### config.mk
export PLATFORM = sky130hd
export DESIGN_NAME = alu_fwd_hazard_ctrl
export DESIGN_NICKNAME = d
export VERILOG_FILES = /design/src/rtl/core_pkg.sv /design/src/rtl/alu_fwd_hazard_ctrl_fwd_match.sv /design/src/rtl/alu_fwd_hazard_ctrl.sv
export SDC_FILE = /design/constraint.sdc
export NUM_CORES = 1
export LEC_CHECK = 0
export CAP_MARGIN = 15
export CORE_MARGIN = 2
export CORE_UTILIZATION = 50
export DETAILED_ROUTE_END_ITERATION = 8
export MAX_ROUTING_LAYER = met4
export PLACE_DENSITY_LB_ADDON = 0.1
export SLEW_MARGIN = 5
export SYNTH_ARGS = -nofsm -noshare
export SYNTH_HDL_FRONTEND = slang
export SYNTH_SLANG_ARGS = --single-unit
### constraint.sdc
create_clock -name clk -period 5 [get_ports clk]
set_input_delay 1 -clock clk [delete_from_list [all_inputs] [get_ports clk]]
set_output_delay 1 -clock clk [all_outputs]
set_load 0.01 [all_outputs]
### src/rtl/core_pkg.sv
// Shared pipeline types for the RV32I core: forwarding-select encoding and
// the per-stage destination tracking record used by hazard control.
package core_pkg;

  localparam int CORE_REG_AW = 5;

  localparam logic [1:0] FWD_REG = 2'd0;
  localparam logic [1:0] FWD_MEM = 2'd1;
  localparam logic [1:0] FWD_WB  = 2'd2;

  typedef struct packed {
    logic [CORE_REG_AW-1:0] rd;
    logic                   wen;
    logic                   load;
  } stage_t;

  localparam stage_t STAGE_BUBBLE = '{rd: '0, wen: 1'b0, load: 1'b0};

  // The producer sitting in EX now is in MEM when the consumer reaches EX,
  // so an EX match selects the MEM result and a MEM match selects WB data.
  function automatic logic [1:0] fwd_sel(input logic match_ex, input logic match_mem);
    logic [1:0] sel;
    sel = FWD_REG;
    if (match_ex) begin
      sel = FWD_MEM;
    end else if (match_mem) begin
      sel = FWD_WB;
    end
    return sel;
  endfunction

endpackage

### src/rtl/alu_fwd_hazard_ctrl_fwd_match.sv
// Combinational comparator: does the tracked stage write the register the
// ID instruction reads? x0 never matches.
module fwd_match
  import core_pkg::*;
(
  input  stage_t                 stage_i,
  input  logic [CORE_REG_AW-1:0] rs_i,
  input  logic                   use_i,
  output logic                   match_o
);

  assign match_o = stage_i.wen && (stage_i.rd == rs_i) && (rs_i != '0) && use_i;

endmodule

### src/rtl/alu_fwd_hazard_ctrl.sv
// Hazard/forwarding control for the 5-stage core: tracks EX/MEM/WB destinations,
// registers operand forwarding selects into EX, raises load-use stall and branch flush.
module alu_fwd_hazard_ctrl
  import core_pkg::*;
#(
  parameter int REG_AW = 5,
  parameter int CNT_W  = 16
) (
  input  logic              clk,
  input  logic              rst,
  input  logic              id_valid,
  input  logic [REG_AW-1:0] id_rs1,
  input  logic [REG_AW-1:0] id_rs2,
  input  logic              id_use_rs1,
  input  logic              id_use_rs2,
  input  logic [REG_AW-1:0] id_rd,
  input  logic              id_reg_wen,
  input  logic              id_mem_read,
  input  logic              ex_branch_taken,
  output logic              stall,
  output logic              flush,
  output logic [1:0]        fwd_a_sel,
  output logic [1:0]        fwd_b_sel,
  output logic [CNT_W-1:0]  stall_count
);

  stage_t ex_q, ex_d;
  stage_t mem_q;
  stage_t wb_q;

  logic [1:0]       fwd_a_q, fwd_a_d;
  logic [1:0]       fwd_b_q, fwd_b_d;
  logic [CNT_W-1:0] cnt_q, cnt_d;

  logic [CORE_REG_AW-1:0] rs1_w, rs2_w;
  logic m_ex_rs1, m_ex_rs2, m_mem_rs1, m_mem_rs2;
  logic capture;

  assign rs1_w = CORE_REG_AW'(id_rs1);
  assign rs2_w = CORE_REG_AW'(id_rs2);

  fwd_match u_match_ex_rs1 (
    .stage_i (ex_q),
    .rs_i    (rs1_w),
    .use_i   (id_use_rs1),
    .match_o (m_ex_rs1)
  );

  fwd_match u_match_ex_rs2 (
    .stage_i (ex_q),
    .rs_i    (rs2_w),
    .use_i   (id_use_rs2),
    .match_o (m_ex_rs2)
  );

  fwd_match u_match_mem_rs1 (
    .stage_i (mem_q),
    .rs_i    (rs1_w),
    .use_i   (id_use_rs1),
    .match_o (m_mem_rs1)
  );

  fwd_match u_match_mem_rs2 (
    .stage_i (mem_q),
    .rs_i    (rs2_w),
    .use_i   (id_use_rs2),
    .match_o (m_mem_rs2)
  );

  // A taken branch kills the dependent anyway, so it suppresses the stall.
  assign flush   = ex_branch_taken;
  assign stall   = id_valid && !ex_branch_taken && ex_q.load && (m_ex_rs1 || m_ex_rs2);
  assign capture = id_valid && !stall && !flush;

  always_comb begin
    ex_d    = STAGE_BUBBLE;
    fwd_a_d = FWD_REG;
    fwd_b_d = FWD_REG;
    cnt_d   = cnt_q;
    if (capture) begin
      ex_d.rd   = CORE_REG_AW'(id_rd);
      ex_d.wen  = id_reg_wen;
      ex_d.load = id_mem_read;
      fwd_a_d   = fwd_sel(m_ex_rs1, m_mem_rs1);
      fwd_b_d   = fwd_sel(m_ex_rs2, m_mem_rs2);
    end
    if (stall && !(&cnt_q)) begin
      cnt_d = cnt_q + 1'b1;
    end
  end

  always_ff @(posedge clk) begin
    if (rst) begin
      ex_q    <= STAGE_BUBBLE;
      mem_q   <= STAGE_BUBBLE;
      wb_q    <= STAGE_BUBBLE;
      fwd_a_q <= FWD_REG;
      fwd_b_q <= FWD_REG;
      cnt_q   <= '0;
    end else begin
      ex_q    <= ex_d;
      mem_q   <= ex_q;
      wb_q    <= mem_q;
      fwd_a_q <= fwd_a_d;
      fwd_b_q <= fwd_b_d;
      cnt_q   <= cnt_d;
    end
  end

  // WB contents and the MEM load flag have no consumer here: the regfile
  // bypasses same-cycle WB writes, and a MEM load forwards like any producer.
  logic unused_stage;
  assign unused_stage = ^{wb_q, mem_q.load};

  assign fwd_a_sel   = fwd_a_q;
  assign fwd_b_sel   = fwd_b_q;
  assign stall_count = cnt_q;

endmodule

Word-level counts from Yosys, hierarchy flattened. Cells that the tools add are included.

Bits in registers: 33. Latch bits: 0. Bits in writable memories: 0. Memory bits (read-only): 0. Input port bits: 23. Output and inout port bits: 22. Word-level logic and storage cells: 48. Memories: 0.

Add/sub/neg operators: 1. $mul: 0. Div/mod/pow operators: 0. $lt $le $gt $ge: 0. Equality and inequality tests: 4. Shift-type cells: 0. Multiplexer cells: 4. Bitwise operators: 1. Reductions and logical operators: 28.

Operators by type and width (number): $eq A5 B5 Y1 (4); $logic_and A1 B1 Y1 (18); $add A16 B1 Y16 const B (1); $reduce_and A16 Y1 (1); $reduce_bool A5 Y1 (2); $reduce_or A3 Y1 (2); $mux W2 (2); $logic_not A1 Y1 (3); $mux W1 (2); $reduce_or A2 Y1 (1); $logic_or A1 B1 Y1 (1); $not A1 Y1 (1).

Longest topological paths before layout.
Depth in word-level cells: 11. Gate-level depth with buffers: 8. Gate-level depth less buffers: 6.

Hierarchy. Synthesis repeated with hierarchy kept, for this count alone.

Cell total of the unflattened synthesis: 187. Area, all modules: 1710.4 µm².

By module, submodules not included: alu_fwd_hazard_ctrl (times used 1, cells each 147, area each 1425.1 µm², seq. area each 680.7 µm²); fwd_match (times used 4, cells each 10, area each 71.3 µm², seq. area each 0.0 µm²).

Worst setup path before layout. No wires, ideal clock.

Kind: input -> output. Start point: input id_rs2[1]. End point: output stall. Arrival: 1.981 ns. Data required time: 4.000 ns. Path slack: 2.019 ns. Cell stages on the path: 4. Path buffers: 0. Cells stage by stage: or4_1 > o21ai_2 > nor3_2 > o21a_1.

Longest elaborated chain between the ends: 6. Elaborated cells on any way between the ends: 7. Classes of those cells: 1 x eq/ne; 6 x reduce/logical.

Ends and longest elaborated chain: start: declaration (RTL line alu_fwd_hazard_ctrl.sv:13) `input logic [REG_AW-1:0] id_rs2,`; $eq A5 B5 Y1 (RTL line alu_fwd_hazard_ctrl_fwd_match.sv:12) `assign match_o = stage_i.wen && (stage_i.rd == rs_i) && (rs_i != '0) && use_i;`; $logic_and A1 B1 Y1 (RTL line alu_fwd_hazard_ctrl_fwd_match.sv:12); $logic_and A1 B1 Y1 (*) (2 in a row) (RTL line alu_fwd_hazard_ctrl_fwd_match.sv:12); $logic_or A1 B1 Y1 (*) (RTL line alu_fwd_hazard_ctrl.sv:72) `assign stall = id_valid && !ex_branch_taken && ex_q.load && (m_ex_rs1 || m_ex_rs2);`; $logic_and A1 B1 Y1 (*) (RTL line alu_fwd_hazard_ctrl.sv:72); end: declaration (RTL line alu_fwd_hazard_ctrl.sv:20) `output logic stall,`.

Every way passes the cells marked *; elsewhere a longest branch is shown, timed or not.

Worst setup path after layout.
Start point: input id_rs2[0]. End point: output stall.

Same word-level chain as after synthesis.

==> results.md <==
- Layout cells sized above 1: 8.411%
- Tmin final: 3.955 ns
- CTS max path bufs: 2
- Slew Limit Fails: 0
- Final WL: 3556 um
- Critical path data arrival time: 2.95 ns
- Post-synth cell types: 37
- # IOs: 45
- Combinational Power Share: 8.7%
- CTS sink count: 33
- Final hold vios: 0
- Rel. slew slack: 40.07%
- Initial antenna violation count: 0
- CTS tree: done
- Residual DRC count: 0
- Cells after DPL: 250
- DRT iter0 DRCs: 39
- Starting density of the core: 52.52%
- Worst-path clk slew: 0.10 ns
- CP max stage cell: clkdlybuf4s50_1
- Avg Vias per Cell: 5.461
- GRT Resource Usage Total: 22.84%
- Layout Nets: 237
- Register area share after synthesis: 41.54%
- Maximum VDD drop: 0.1610 mV
- Clock share of power: 35.8%
- Site row count: 20
- Max Freq: 0.2529 GHz
- CTS Hold Buffers Added: 0
- Setup crit start kind: input pin
- PwrDens: 228.0 nW/um2
- CP most frequent cell: clkdlybuf4s50_1
- Outcome: complete, no violations
- Delay-heaviest family, CP: buffers and inverters
- First-pass GRT wire length: 5954 um
- Fill cells: 257
- CTS Buf Count: 5
- Via count: 1409
- Clk_lat worst skew: 0.34 ns
- Post-Syn Instances: 168
- Finished Layout Cells: 258
- Leading area contributor after synthesis: dfxtp_1
- Reg power frac: 55.5%
- Worst hold path class: flop to flop
- Post-CTS setup buffer count: 0
- Chip width: 60.40 um
- Least-Margin Pin Slew: 0.8964 ns
- CTS root buf: clkbuf_4
- Crit end category: output port
- Internal: 371.8 uW
- Area of the multi-input gates: 875.8 um2
- Bufs and invs on worst path: 2
- H-tree depth: 2
- Die area: 3648 um2
- Slowest cell delay on critical path: 0.55 ns
- # diodes: 0
- Setup violations, final: 0
- Total gr overflow: 0
- Worst EP required: 4.00 ns
- Switching Share: 22.68%
- Mean Syn Cell Area: 9.466 um2
- Cell area after synthesis: 1590 um2
- Synthesized flop and latch total: 33
- Synthesis Warnings: 0
- Pin count of the biggest net entering global routing: 25
- Post-cts sizing count: 0
- Max-Cap Viols: 0
- CP Cell Sequence: clkdlybuf4s50_1 > xnor2_1 > nand4_1 > nor3_2 > o21a_1 > clkdlybuf4s50_1
- RSZ-0062 raised after global routing: false
- Area grow syn2layout: 32.65%
- Pre-antenna DRT Iters: 4
- CORE AREA: 3028 um2
- ANT nets after route: 0
- Vias in the first global route: 1361
- CP max FO: 6
- Reg area: 660.6 um2
- Setup Skew: 0.01012 ns
- Worst Setup Path Type: input pin to output port
- Setup TNS: 0 ns
- Synthesized Nets: 192
- Routed WL per cell: 13.78 um
- DP HPWL: 2646 um
- I/O Buffers: 44
- Post-synth top area share: 41.54%
- Leakage: 0.7074 nW
- Gpl congestion: 0.9584
- Chip Height: 60.40 um
- Synth area leaders: dfxtp_1 (42%), xnor2_1 (7.7%), a21oi_1 (4.1%), and2_1 (3.9%), xor2_1 (3.9%)
- Psw: 109.1 uW
- Period utilisation layout: 79.10%
-- registers in the layout (all words and copies together), names as in the netlist --
name / flops
stall_count: 16
fwd_a_sel: 2
fwd_b_sel: 2
ex_q: 7
mem_q: 6
-- area by class of cell --
type	count	area share (%)
multi-input cells	127	41.52
well taps	44	2.610
clock inverters	1	0.2372
inverters	2	0.3559
repair buffers	44	20.88
clock buffers	7	3.084
flip-flops and latches	33	31.32
-- logic make-up after synthesis --
group	Yosys count	synth area share (%)
muxes	2	1.573
and+or+nand+nor	71	28.80
DFF	33	41.54
buffers and inverters	8	3.383
AOI/OAI and AO/OA	32	12.35
adders and majority gates	1	0.7867
xor gates and xnor gates	21	11.57
-- path summary, 6_finish.rpt --
path | cells past startpoint | to | slack (ns) | from
worst max-delay path | 6 | stall | 1.05 | id_rs2[0]
worst min-delay path | 1 | mem_q[1] | 0.50 | ex_q[1]
worst max register to register | 6 | stall_count[11] | 2.63 | ex_q[4]
worst min register to register | 1 | mem_q[1] | 0.50 | ex_q[1]
-- power by group through the flow --
stage          clock network (mW)  registers (mW)  logic, mW
6_report                    0.172           0.267     0.0418
5_1_grt                     0.189           0.267     0.0452
4_1_cts                     0.176           0.267     0.0421
3_5_place_dp                    0           0.273     0.0420
3_3_place_gp                    0           0.273     0.0406
2_1_floorplan                   0           0.273     0.0175
-- placed cells by master, fill, tap and decap left out, types with 4 or more instances in the layout --
master	n
a21oi_1	13
and2_1	10
clkbuf_4	5
clkdlybuf4s50_1	44
dfxtp_1	33
nand2_1	8
nand3_1	7
nand4_1	5
nor2_1	4
nor2b_1	7
nor3_1	4
o21ai_1	5
o31ai_1	6
or3_1	7
or4_1	8
xnor2_1	14
xor2_1	7
-- per-stage QoR --
stage | util, % | hold slack [ns] | setup WS [ns] | power (mW) | cell area, um2
2_1_floorplan | - | 0.4439 | 2.019 | 0.2902 | 1590
3_3_place_gp | 67.36 | 0.4633 | 1.069 | 0.3136 | 2039
3_5_place_dp | 67.36 | 0.4755 | 1.046 | 0.3151 | 2039
4_1_cts | 69.67 | 0.4988 | 1.043 | 0.4853 | 2110
5_1_grt | 69.67 | 0.5106 | 0.9009 | 0.5015 | 2110
6_report | 69.67 | 0.4977 | 1.045 | 0.4809 | 2110
-- synth_stat cells --
cell type,instances
dfxtp_1,33
xnor2_1,14
a21oi_1,13
and2_1,10
nand2_1,8
or4_1,8
nand3_1,7
nor2b_1,7
or3_1,7
xor2_1,7
o31ai_1,6
nand4_1,5
o21ai_1,5
nor2_1,4
nor3_1,4
and3_1,3
o21ai_0,3
clkbuf_1,2
inv_1,2
nor3_2,2
o21ai_2,2
and3b_1,1
and4_4,1
and4bb_1,1
buf_2,1
buf_4,1
buf_6,1
buf_8,1
ha_1,1
mux2_4,1
mux2i_1,1
nand4_4,1
nor4_2,1
o2111ai_1,1
o211ai_2,1
o21a_1,1
or3_4,1
-- per-layer routing --
metal  wire length (um)  share of wire [%]  vias up  track usage, %
met5                  0                  0        -               -
met4                 60                1.7        0           7.937
met3                199                5.6        7           7.676
met2               1771                 50       48           35.71
met1               1525                 43      657           27.48
li1                   -                  -      697               -
-- worst register-to-register path, cell delays in order (launching register included) --
cell      delay, ns
dfxtp_1        0.35
xnor2_1        0.20
nand4_1        0.15
nor3_2         0.37
o211ai_2       0.44
or4_1          0.61
a21oi_1        0.18
No activity file was read; power rests on OpenSTA's default activity.
